File: src/rtl/multicycle_controller.sv
// Sequencing FSM for the multicycle RV32I core: per-state mux selects, write strobes, branch resolve.
// Latency with MemReady=1: lw 5 cycles, sw/R/I/jal 4, branch/lui 3; outputs are combinational from state.
// Backpressure: FETCH, MEMREAD and MEMWRITE hold (strobes re-asserted) until MemReady; each stall adds one cycle.
module multicycle_controller #(
    parameter int STATEW = 4
) (
    input  logic              clk,
    input  logic              reset,
    input  logic [6:0]        op,
    input  logic [2:0]        funct3,
    input  logic              funct7b5,
    input  logic              Zero,
    input  logic              Carry,
    input  logic              Neg,
    input  logic              Overflow,
    input  logic              MemReady,
    output logic              PCWrite,
    output logic              AdrSrc,
    output logic              MemWrite,
    output logic              IRWrite,
    output logic [1:0]        ResultSrc,
    output logic [1:0]        ALUSrcA,
    output logic [1:0]        ALUSrcB,
    output logic              RegWrite,
    output logic [2:0]        ImmSrc,
    output logic [3:0]        ALUControl,
    output logic              Retire,
    output logic              Illegal,
    output logic [STATEW-1:0] State
);

    localparam logic [STATEW-1:0] FETCH    = STATEW'(0);
    localparam logic [STATEW-1:0] DECODE   = STATEW'(1);
    localparam logic [STATEW-1:0] MEMADR   = STATEW'(2);
    localparam logic [STATEW-1:0] MEMREAD  = STATEW'(3);
    localparam logic [STATEW-1:0] MEMWB    = STATEW'(4);
    localparam logic [STATEW-1:0] MEMWRITE = STATEW'(5);
    localparam logic [STATEW-1:0] EXECR    = STATEW'(6);
    localparam logic [STATEW-1:0] EXECI    = STATEW'(7);
    localparam logic [STATEW-1:0] ALUWB    = STATEW'(8);
    localparam logic [STATEW-1:0] BRANCH   = STATEW'(9);
    localparam logic [STATEW-1:0] JAL      = STATEW'(10);
    localparam logic [STATEW-1:0] LUI      = STATEW'(11);
    localparam logic [STATEW-1:0] TRAP     = STATEW'(12);

    localparam logic [6:0] OP_LW   = 7'b0000011;
    localparam logic [6:0] OP_SW   = 7'b0100011;
    localparam logic [6:0] OP_R    = 7'b0110011;
    localparam logic [6:0] OP_I    = 7'b0010011;
    localparam logic [6:0] OP_BR   = 7'b1100011;
    localparam logic [6:0] OP_JAL  = 7'b1101111;
    localparam logic [6:0] OP_LUI  = 7'b0110111;

    localparam logic [3:0] ALU_ADD  = 4'b0000;
    localparam logic [3:0] ALU_SUB  = 4'b0001;
    localparam logic [3:0] ALU_AND  = 4'b0010;
    localparam logic [3:0] ALU_OR   = 4'b0011;
    localparam logic [3:0] ALU_XOR  = 4'b0100;
    localparam logic [3:0] ALU_SLT  = 4'b0101;
    localparam logic [3:0] ALU_SLL  = 4'b0110;
    localparam logic [3:0] ALU_SRL  = 4'b0111;
    localparam logic [3:0] ALU_SLTU = 4'b1000;

    logic [STATEW-1:0] state;
    logic [STATEW-1:0] state_next;
    logic              illegal_q;
    logic              taken;
    logic [3:0]        alu_funct;
    logic              pcwrite_raw;
    logic              irwrite_raw;
    logic              regwrite_raw;
    logic              memwrite_raw;
    logic              retire_raw;

    // State register; reset aborts any instruction in flight.
    always_ff @(posedge clk or posedge reset) begin
        if (reset) state <= FETCH;
        else       state <= state_next;
    end

    // Illegal flag latches on the way into TRAP and stays until reset.
    always_ff @(posedge clk or posedge reset) begin
        if (reset)                   illegal_q <= 1'b0;
        else if (state_next == TRAP) illegal_q <= 1'b1;
    end

    // Branch condition from ALU flags of rs1 - rs2; 010/011 are not branches.
    always_comb begin
        taken = 1'b0;
        case (funct3)
            3'b000:  taken = Zero;
            3'b001:  taken = ~Zero;
            3'b100:  taken = Neg ^ Overflow;
            3'b101:  taken = ~(Neg ^ Overflow);
            3'b110:  taken = Carry;
            3'b111:  taken = ~Carry;
            default: taken = 1'b0;
        endcase
    end

    // ALU operation for R/I arithmetic; sub only for R-type (op[5]) with funct7b5.
    always_comb begin
        alu_funct = ALU_ADD;
        case (funct3)
            3'b000:  alu_funct = (op[5] & funct7b5) ? ALU_SUB : ALU_ADD;
            3'b001:  alu_funct = ALU_SLL;
            3'b010:  alu_funct = ALU_SLT;
            3'b011:  alu_funct = ALU_SLTU;
            3'b100:  alu_funct = ALU_XOR;
            3'b101:  alu_funct = ALU_SRL;
            3'b110:  alu_funct = ALU_OR;
            3'b111:  alu_funct = ALU_AND;
            default: alu_funct = ALU_ADD;
        endcase
    end

    // Immediate format depends only on the opcode, in every state.
    always_comb begin
        ImmSrc = 3'b000;
        case (op)
            OP_SW:   ImmSrc = 3'b001;
            OP_BR:   ImmSrc = 3'b010;
            OP_JAL:  ImmSrc = 3'b011;
            OP_LUI:  ImmSrc = 3'b100;
            default: ImmSrc = 3'b000;
        endcase
    end

    // Per-state selects, raw strobes and next-state decode.
    always_comb begin
        state_next   = state;
        AdrSrc       = 1'b0;
        ResultSrc    = 2'b00;
        ALUSrcA      = 2'b00;
        ALUSrcB      = 2'b00;
        ALUControl   = ALU_ADD;
        pcwrite_raw  = 1'b0;
        irwrite_raw  = 1'b0;
        regwrite_raw = 1'b0;
        memwrite_raw = 1'b0;
        retire_raw   = 1'b0;
        case (state)
            FETCH: begin
                ALUSrcB     = 2'b10;
                ResultSrc   = 2'b10;
                irwrite_raw = MemReady;
                pcwrite_raw = MemReady;
                if (MemReady) state_next = DECODE;
            end
            DECODE: begin
                ALUSrcA = 2'b01;
                ALUSrcB = 2'b01;
                case (op)
                    OP_LW, OP_SW: state_next = MEMADR;
                    OP_R:         state_next = EXECR;
                    OP_I:         state_next = EXECI;
                    OP_BR:        state_next = BRANCH;
                    OP_JAL:       state_next = JAL;
                    OP_LUI:       state_next = LUI;
                    default:      state_next = TRAP;
                endcase
            end
            MEMADR: begin
                ALUSrcA    = 2'b10;
                ALUSrcB    = 2'b01;
                state_next = (op == OP_LW) ? MEMREAD : MEMWRITE;
            end
            MEMREAD: begin
                AdrSrc = 1'b1;
                if (MemReady) state_next = MEMWB;
            end
            MEMWB: begin
                ResultSrc    = 2'b01;
                regwrite_raw = 1'b1;
                retire_raw   = 1'b1;
                state_next   = FETCH;
            end
            MEMWRITE: begin
                AdrSrc       = 1'b1;
                memwrite_raw = 1'b1;
                retire_raw   = MemReady;
                if (MemReady) state_next = FETCH;
            end
            EXECR: begin
                ALUSrcA    = 2'b10;
                ALUControl = alu_funct;
                state_next = ALUWB;
            end
            EXECI: begin
                ALUSrcA    = 2'b10;
                ALUSrcB    = 2'b01;
                ALUControl = alu_funct;
                state_next = ALUWB;
            end
            ALUWB: begin
                regwrite_raw = 1'b1;
                retire_raw   = 1'b1;
                state_next   = FETCH;
            end
            BRANCH: begin
                ALUSrcA     = 2'b10;
                ALUControl  = ALU_SUB;
                pcwrite_raw = taken;
                retire_raw  = 1'b1;
                state_next  = FETCH;
            end
            JAL: begin
                // PC takes the target computed in DECODE; ALU forms OldPC+4 for the link.
                ALUSrcA     = 2'b01;
                ALUSrcB     = 2'b10;
                pcwrite_raw = 1'b1;
                state_next  = ALUWB;
            end
            LUI: begin
                ResultSrc    = 2'b11;
                regwrite_raw = 1'b1;
                retire_raw   = 1'b1;
                state_next   = FETCH;
            end
            TRAP: begin
                state_next = TRAP;
            end
            default: begin
                state_next = FETCH;
            end
        endcase
    end

    // Strobes are suppressed while reset is held so an aborted instruction writes nothing.
    always_comb begin
        PCWrite  = pcwrite_raw  & ~reset;
        IRWrite  = irwrite_raw  & ~reset;
        RegWrite = regwrite_raw & ~reset;
        MemWrite = memwrite_raw & ~reset;
        Retire   = retire_raw   & ~reset;
        Illegal  = illegal_q;
        State    = state;
    end

endmodule

File: config.mk
export PLATFORM = sky130hd
export DESIGN_NAME = multicycle_controller
export DESIGN_NICKNAME = d
export VERILOG_FILES = /design/src/rtl/multicycle_controller.sv
export SDC_FILE = /design/constraint.sdc
export NUM_CORES = 1
export LEC_CHECK = 0
export BUFFER_PORTS_ARGS = -buffer_cell sky130_fd_sc_hd__buf_2
export CORE_MARGIN = 3
export CORE_UTILIZATION = 30
export DETAILED_ROUTE_END_ITERATION = 8
export GPL_ROUTABILITY_DRIVEN = 0
export PLACE_DENSITY_LB_ADDON = 0.15
export SYNTH_ARGS = -nofsm -noshare
export SYNTH_HDL_FRONTEND = slang
export SYNTH_SLANG_ARGS = --single-unit
File: constraint.sdc
create_clock -name clk -period 2.7 [get_ports clk]
set_clock_uncertainty 0.15 [all_clocks]
set_input_delay 0.54 -clock clk [delete_from_list [all_inputs] [get_ports clk]]
set_output_delay 0.54 -clock clk [all_outputs]
set_load 0.05 [all_outputs]
==> metrics.txt, run 1 <==
total power density per cell area 922 nW/um^2; utilization of the core after routing 0.442; vias per inst 5.30; min Tclk post-route 2550 ps; deepest clock path buffer count 2; type of the tightest min-delay check primary input to async pin; element type at the critical path end output port; ports placed on the boundary 42; setup bufs post-CTS 0; startpoint type of the worst setup path register; proportion of synthesized chip area in sequential cells 0.147; RSZ-0062 raised after global routing no; leading cell type by number of instances after synthesis nor2_1; filler cell count 289; remaining global-route overflow 0; Post-route DRC 0; cell area after synthesis 853 um^2; routed wire length per instance 12.6 um; core outline area 2590 um^2; WL final 2.48 mm; number of I/O port buffers 41; worst setup path category register to output port; clock input transition at the sequential cells of the worst setup and hold paths 50 ps; Worst Path Max Fanout 17; maximum ir drop on the vdd rail 0.745 mV; final setup TNS 0 ps; max-capacitance violation count 0; clock tree from TritonCTS yes; Skew-Pair Late Insertion Delay 240 ps; crit path DAT 1860 ps; number of sinks handled by clock tree synthesis 5; leading cell types by total area after synthesis dfrtp_1 (15%), a21oi_1 (5.9%), nor2_1 (5.7%); reported leakage power 0.555 nW; global-route wire length before repair 3.95 mm; ys flop type dfrtp_1; number of global-route vias before repair 927; total global-route track usage 0.140; quantity of gates resized following cts 0; antenna violations before repair 0; post-detailed-route count of antenna-violating nets 0; transition time at the pin with the least slew margin 588 ps; commonest cells in the synthesized netlist nor2_1 (13), nand2_1 (11), a21oi_1 (10); Synth Instances 126; hold buffer count at CTS 0; mean instance size in the synthesized netlist 6.77 um^2; Setup-failing EPs final 0; outcome finished clean; fraction of synthesized cell area taken by the top area cell type 0.147; total inserted antenna cells 0; first-pass iteration count of the detailed router 4; async set or reset register ratio after synthesis 1.00; area occupied by multi-input gates 694 um^2; EDFF count, synth 0; number of warning messages in the yosys log 0; die area 3520 um^2; Yosys reg bits 5; area used by sequential logic in the layout 125 um^2; initial detailed-routing violation count 18; syn nets 144; number of different library cells in the post-synthesis netlist 45; Detailed Place HPWL 1.93 mm; worst-case headroom to the max-slew limit 0.608; number of hold-slack violations in the final timing report 0; clock buffer count from CTS 3; startpoint of the most critical register-to-register path State[3]; launching element of the worst setup path State[3]; effective utilization at floorplan 0.329; pin count of the biggest net entering global routing 23; Slew Limit Fails 0; setup slack after placement 265 ps; achievable frequency 392 MHz; Die Width 59.3 um; number of nets in the final layout 186; height of the die 59.3 um; total number of vias 1045; number of levels in the clock H-tree 1; fraction of final layout cells with drive strength greater than 1 0.377; Req. time, crit path 2010 ps; clock root buffer clkbuf_4; most area-hungry cell type in the Yosys netlist dfrtp_1; number of placement rows 18; part of the cycle the worst path needs 0.946; setup slack of the critical path after layout 147 ps; layout overhead on the synthesized area 34.2%
final cells by class:
type / instances / share of cell area
multi-input cells: 106 / 0.607
repair buffers: 45 / 0.205
flip-flops and latches: 5 / 0.109
well taps: 30 / 0.0328
clock buffers: 4 / 0.0230
inverters: 7 / 0.0230
power breakdown:
group / switching, mW / internal, mW / total (mW)
clock network: 0.0308 / 0.0559 / 0.0867
logic: 0.571 / 0.238 / 0.808
registers: 0.0672 / 0.0939 / 0.161
layer usage:
layer  global-route usage  vias to the layer above  wire, um
met3               0.0305                        0       153
met5                    0                        -         0
met2                0.242                       25      1160
li1                     -                      542         -
met1                0.184                      478      1170
met4              0.00971                        0         0
kinds of logic after synthesis:
kind of cell	share of synthesized area
simple gates	0.386
xor+xnor	0.0718
flops	0.147
compound gates	0.320
buf+inv	0.0762
worst paths after layout:
| check | end | slack (ps) | cells past startpoint |
|---|---|---|---|
| max | RegWrite | 150 | 4 |
| min | State[0] | 110 | 2 |
| max reg2reg | Illegal | 1000 | 4 |
| min reg2reg | Illegal | 390 | 2 |
| max in group asynchronous | State[2] | 2100 | 2 |
| min in group clk | Illegal | 390 | 2 |
cells in the final DEF, fill, tap and decap left out, types with 2 or more instances in the layout:
master	n
a21o_1	2
dfrtp_1	5
a21oi_2	3
nand3_1	6
o21ai_1	5
nand2_1	11
nor3_2	4
a21oi_1	7
xnor2_1	5
buf_4	4
inv_1	5
o2111ai_1	2
clkbuf_4	3
o21a_1	2
nor2b_1	5
nor2_1	13
nor3_1	3
or3_1	2
and3_1	3
buf_2	41
inv_2	2
xor2_1	2
nand2b_1	6
a31oi_1	2
critical path: stages, from the launching register on:
cell      delay, ps
dfrtp_1         710
nand2b_1        190
a211o_1         340
a21oi_2         120
buf_2           260
registers in the layout, summed over array words and instances, names as in the netlist:
name / cells
Illegal: 1
State: 4
stage by stage:
step                      hold WS, ps  instances  total power [mW]  area (um^2)
after CTS                         119        197              1.06         1140
after floorplan                   169        126             0.788          885
final                             114        197              1.06         1140
after global routing              129        197              1.13         1140
after global placement            364        193             0.969         1120
after detailed placement          371        193             0.972         1120
Power figures use the tool's default switching activity.
==> run 2: changes to the inputs <==
Settings changed: CORE_UTILIZATION 30 to 40, HOLD_SLACK_MARGIN from default to 0.06.
==> metrics.txt, run 2 (same netlist as run 1, synthesis figures left out) <==
Slew Limit Fails 0 (unchanged); WL final 2.38 mm (was 2.48 mm); outcome finished clean (unchanged); startpoint type of the worst setup path register (unchanged); global-route wire length before repair 3.77 mm (was 3.95 mm); element type at the critical path end output port (unchanged); placed insts 191 (was 193); Post-route DRC 0 (unchanged); first-pass iteration count of the detailed router 4 (unchanged); transition time at the pin with the least slew margin 525 ps (was 588 ps); met1 Resource Use GR 0.241 (was 0.184); Detailed Place HPWL 1.83 mm (was 1.93 mm); total number of vias 1058 (was 1045); reported leakage power 0.560 nW (was 0.555 nW); fraction of final layout cells with drive strength greater than 1 0.381 (was 0.377); Skew-Pair Late Insertion Delay 240 ps (about the same); clock tree from TritonCTS yes (unchanged); startpoint of the most critical register-to-register path State[3] (unchanged); effective utilization at floorplan 0.431 (was 0.329); hold buffer count at CTS 0 (unchanged); worst-case headroom to the max-slew limit 0.650 (was 0.608); number of flip-flops under the largest register name 4 (unchanged); Req. time, crit path 2010 ps (about the same); worst setup path category register to output port (unchanged); Worst Path Max Fanout 14 (was 17); number of nets in the final layout 187 (was 186); core outline area 1980 um^2 (was 2590 um^2); Worst R2R End Illegal (unchanged); RSZ-0062 raised after global routing no (unchanged); clock root buffer clkbuf_4 (unchanged); routed wire length per instance 12.2 um (was 12.6 um); leading cell type in the layout, fill and taps excluded buf_2 (unchanged); post-detailed-route count of antenna-violating nets 0 (unchanged); met3 GRT Util 0.0399 (was 0.0305); met2 track utilization from global routing 0.305 (was 0.242); max-capacitance violation count 0 (unchanged); vias per inst 5.43 (was 5.30); initial detailed-routing violation count 25 (was 18); die area 2720 um^2 (was 3520 um^2); remaining global-route overflow 0 (unchanged); layout overhead on the synthesized area 34.6% (was 34.2%); part of the cycle the worst path needs 0.929 (was 0.946); clock input transition at the sequential cells of the worst setup and hold paths 50 ps (about the same); Setup-failing EPs final 0 (unchanged); Reg2Reg Depth 5 (was 4); number of sinks handled by clock tree synthesis 5 (unchanged); clock buffer count from CTS 3 (unchanged); utilization of the core after routing 0.580 (was 0.442); crit path DAT 1820 ps (was 1860 ps); final cell count without fillers 195 (was 197); type of the tightest min-delay check primary input to async pin (unchanged); top library cells by usage in the layout, fill and taps aside buf_2 (41), nor2_1 (13), nand2_1 (11) (unchanged); setup bufs post-CTS 0 (unchanged); pin count of the biggest net entering global routing 16 (was 23); deepest clock path buffer count 2 (unchanged); global-route layer with the greatest usage met2 (unchanged); number of placement rows 16 (was 18); maximum ir drop on the vdd rail 0.876 mV (was 0.745 mV); number of hold-slack violations in the final timing report 0 (unchanged); number of global-route vias before repair 872 (was 927); ports placed on the boundary 42 (unchanged); antenna violations before repair 0 (unchanged); total power density per cell area 932 nW/um^2 (was 922 nW/um^2); launching element of the worst setup path State[3] (unchanged); min Tclk post-route 2510 ps (was 2550 ps); final setup TNS 0 ps (unchanged); total inserted antenna cells 0 (unchanged); height of the die 52.2 um (was 59.3 um); achievable frequency 399 MHz (was 392 MHz); number of I/O port buffers 41 (unchanged); quantity of gates resized following cts 0 (unchanged); total global-route track usage 0.181 (was 0.140); number of levels in the clock H-tree 1 (unchanged); worst setup slack for register-to-register paths 930 ps (was 1000 ps); Die Width 52.2 um (was 59.3 um)
## run 2: changes by cell type in the layout (fill, tap and decap cells not counted), sizes merged
| cell | delta |
|---|---|
| buf | +1 |
## run 2: report_power, final
part	internal (mW)	switching, mW
clock	0.0559	0.0313
combinational	0.247	0.579
sequential	0.0940	0.0630
## run 2: worst max-delay path, cell delays in order, from the launching register on
cell	delay, ps
dfrtp_1	560
nand2b_1	310
a211o_1	310
a21oi_2	130
buf_2	270
## run 2: layout make-up
class,count,area (um^2)
clock buffer,4,26.3
fill,189,833
inverter,7,26.3
multi-input combinational,106,694
sequential,5,125
tap,27,33.8
timing repair buffer,46,243
## run 2: metal layers
| layer | part of all wire | wire, um | vias to the layer above |
|---|---|---|---|
| met5 | 0 | 0 | - |
| met4 | 0 | 0 | 0 |
| met3 | 0.064 | 151 | 0 |
| met2 | 0.48 | 1150 | 31 |
| met1 | 0.45 | 1080 | 485 |
| li1 | - | - | 542 |
## run 2: how the worst max path moves through the flow
| stage | endpoint | slack, ps | cells past startpoint |
|---|---|---|---|
| floorplan | PCWrite | 20 | 4 |
| global placement | PCWrite | 280 | 6 |
| detailed placement | PCWrite | 260 | 6 |
| CTS | RegWrite | 190 | 4 |
| global route | ALUSrcA[0] | 90 | 5 |
| finish | RegWrite | 190 | 4 |
## run 2: stage by stage
step | hold WS, ps | worst slack [ps] | power (mW) | instance area (um^2)
detailed placement | 372 | 260 | 0.982 | 1120
global route | 115 | 88.4 | 1.15 | 1150
CTS | 109 | 194 | 1.08 | 1150
floorplan | 169 | 17.9 | 0.788 | 885
finish | 112 | 193 | 1.07 | 1150
global placement | 364 | 280 | 0.969 | 1120
==> run 3: changes to the inputs <==
Settings changed: GPL_TIMING_DRIVEN from default to 0.
==> metrics.txt, run 3 (same netlist as run 1, synthesis figures left out) <==
number of nets in the final layout 189 (was 187); detailed-routed wire length on met3 189 um (was 151 um); crit path DAT 1810 ps (was 1820 ps); number of logic stages on the critical path including buffering 5 (was 4); hold buffer count at CTS 0 (unchanged); maximum ir drop on the vdd rail 0.765 mV (was 0.876 mV); total number of vias 1064 (was 1058); ports placed on the boundary 42 (unchanged); Die Width 52.2 um (unchanged); reported leakage power 0.565 nW (was 0.560 nW); utilization of the core after routing 0.579 (was 0.580); Critical path buffers and inverters 2 (was 1); worst setup slack for register-to-register paths 1130 ps (was 930 ps); number of sinks handled by clock tree synthesis 5 (unchanged); highest metal layer used by the detailed router met3 (unchanged); remaining global-route overflow 0 (unchanged); Slew Limit Fails 0 (unchanged); launching element of the worst setup path State[2] (was State[3]); Worst Path Max Fanout 9 (was 14); total global-route track usage 0.176 (was 0.181); setup slack after placement 209 ps (was 260 ps); achievable frequency 400 MHz (was 399 MHz); Detailed Place HPWL 1.83 mm (about the same); RSZ-0062 raised after global routing no (unchanged); number of placement rows 16 (unchanged); critical path's largest stage delay 360 ps (was 560 ps); post-detailed-route count of antenna-violating nets 0 (unchanged); outcome finished clean (unchanged); routed wire length per instance 11.7 um (was 12.2 um); clock input transition at the sequential cells of the worst setup and hold paths 40 ps (was 50 ps); effective utilization at floorplan 0.431 (unchanged); number of hold-slack violations in the final timing report 0 (unchanged); leading cell type in the layout, fill and taps excluded buf_2 (unchanged); total power of the final layout 1.05 mW (was 1.07 mW); clock tree from TritonCTS yes (unchanged); worst-case headroom to the max-slew limit 0.759 (was 0.650); setup bufs post-CTS 0 (unchanged); initial detailed-routing violation count 25 (unchanged); pin count of the biggest net entering global routing 11 (was 16); startpoint of the most critical register-to-register path State[2] (was State[3]); vias per inst 5.40 (was 5.43); total power density per cell area 914 nW/um^2 (was 932 nW/um^2); top library cells by usage in the layout, fill and taps aside buf_2 (47), nor2_1 (13), nand2_1 (11) (was buf_2 (41), nor2_1 (13), nand2_1 (11)); type of the tightest min-delay check primary input to async pin (unchanged); Setup-failing EPs final 0 (unchanged); antenna violations before repair 0 (unchanged); global-route wire length before repair 3.77 mm (unchanged); core outline area 1980 um^2 (unchanged); die area 2720 um^2 (unchanged); min Tclk post-route 2500 ps (was 2510 ps); Reg2Reg Depth 5 (unchanged); number of flip-flops under the largest register name 4 (unchanged); Routed met1 length 1.03 mm (was 1.08 mm); part of the cycle the worst path needs 0.926 (was 0.929); layout overhead on the synthesized area 34.5% (was 34.6%); first-pass iteration count of the detailed router 4 (unchanged); Post-route DRC 0 (unchanged); Req. time, crit path 2010 ps (about the same); element type at the critical path end output port (unchanged); setup slack of the critical path after layout 200 ps (was 193 ps); number of global-route vias before repair 866 (was 872); height of the die 52.2 um (unchanged); number of levels in the clock H-tree 1 (unchanged); slowest CP cell dfrtp_1 (unchanged); startpoint type of the worst setup path register (unchanged); Worst R2R End State[0] (was Illegal); deepest clock path buffer count 2 (unchanged); final setup TNS 0 ps (unchanged); cell-by-cell listing of the critical path clkbuf_1 -> nor2b_2 -> nand3_1 -> o32ai_2 -> buf_2 (was nand2b_1 -> a211o_1 -> a21oi_2 -> buf_2); Worst path top cell family by delay buffers and inverters (was flip-flops); worst setup path category register to output port (unchanged); WL final 2.31 mm (was 2.38 mm); end point of the critical path PCWrite (was RegWrite); clock buffer count from CTS 3 (unchanged); worst hold slack 117 ps (was 112 ps); Skew-Pair Late Insertion Delay 240 ps (about the same); clock root buffer clkbuf_4 (unchanged); total inserted antenna cells 0 (unchanged); met2 WL post-DR 1.09 mm (was 1.15 mm); transition time at the pin with the least slew margin 362 ps (was 525 ps); number of I/O port buffers 40 (was 41); fraction of final layout cells with drive strength greater than 1 0.388 (was 0.381); max-capacitance violation count 0 (unchanged)
==> run 3: changes by cell type in the layout (fill, tap and decap cells not counted) <==
cell	delta
buf_2	+6
nor2b_2	+1
clkbuf_1	+1
buf_4	-5
nor2b_1	-1
==> run 3: worst min-delay path by stage <==
stage                     slack [ps]  cells past startpoint       to  startpoint
final                            120                      2  Illegal       reset
after global routing             130                      2  Illegal       reset
after CTS                        110                      2  Illegal       reset
after detailed placement         370                      2  Illegal       reset
after global placement           360                      2  Illegal     Illegal
after floorplan                  170                      1  Illegal       reset
==> run 3: power breakdown <==
part | internal (mW) | switching (mW)
Sequential | 0.0948 | 0.0283
Combinational | 0.233 | 0.610
Clock | 0.0556 | 0.0270
Total | 0.383 | 0.665
==> run 3: repair_timing <==
action	4_1_cts	5_1_grt
hold endpoints to repair	0	0
gates resized for setup	0	1
setup endpoints to repair	0	1
==> run 3: layout make-up <==
cell class / count / area [um^2]
buffer: 8 / 38.8
clock buffer: 4 / 26.3
fill: 201 / 835
inverter: 7 / 26.3
multi-input combinational: 106 / 697
sequential: 5 / 125
tap: 27 / 33.8
timing repair buffer: 40 / 200
==> run 3: stage by stage <==
stage	instance area, um^2	instances
detailed placement	1120	193
floorplan	885	126
global placement	1120	193
CTS	1140	197
finish	1150	197
global route	1150	197
==> run 3: routing by layer <==
metal	vias up	track usage
met4	0	0.0511
met2	42	0.293
met3	0	0.00570
met5	-	0
li1	551	-
met1	471	0.247
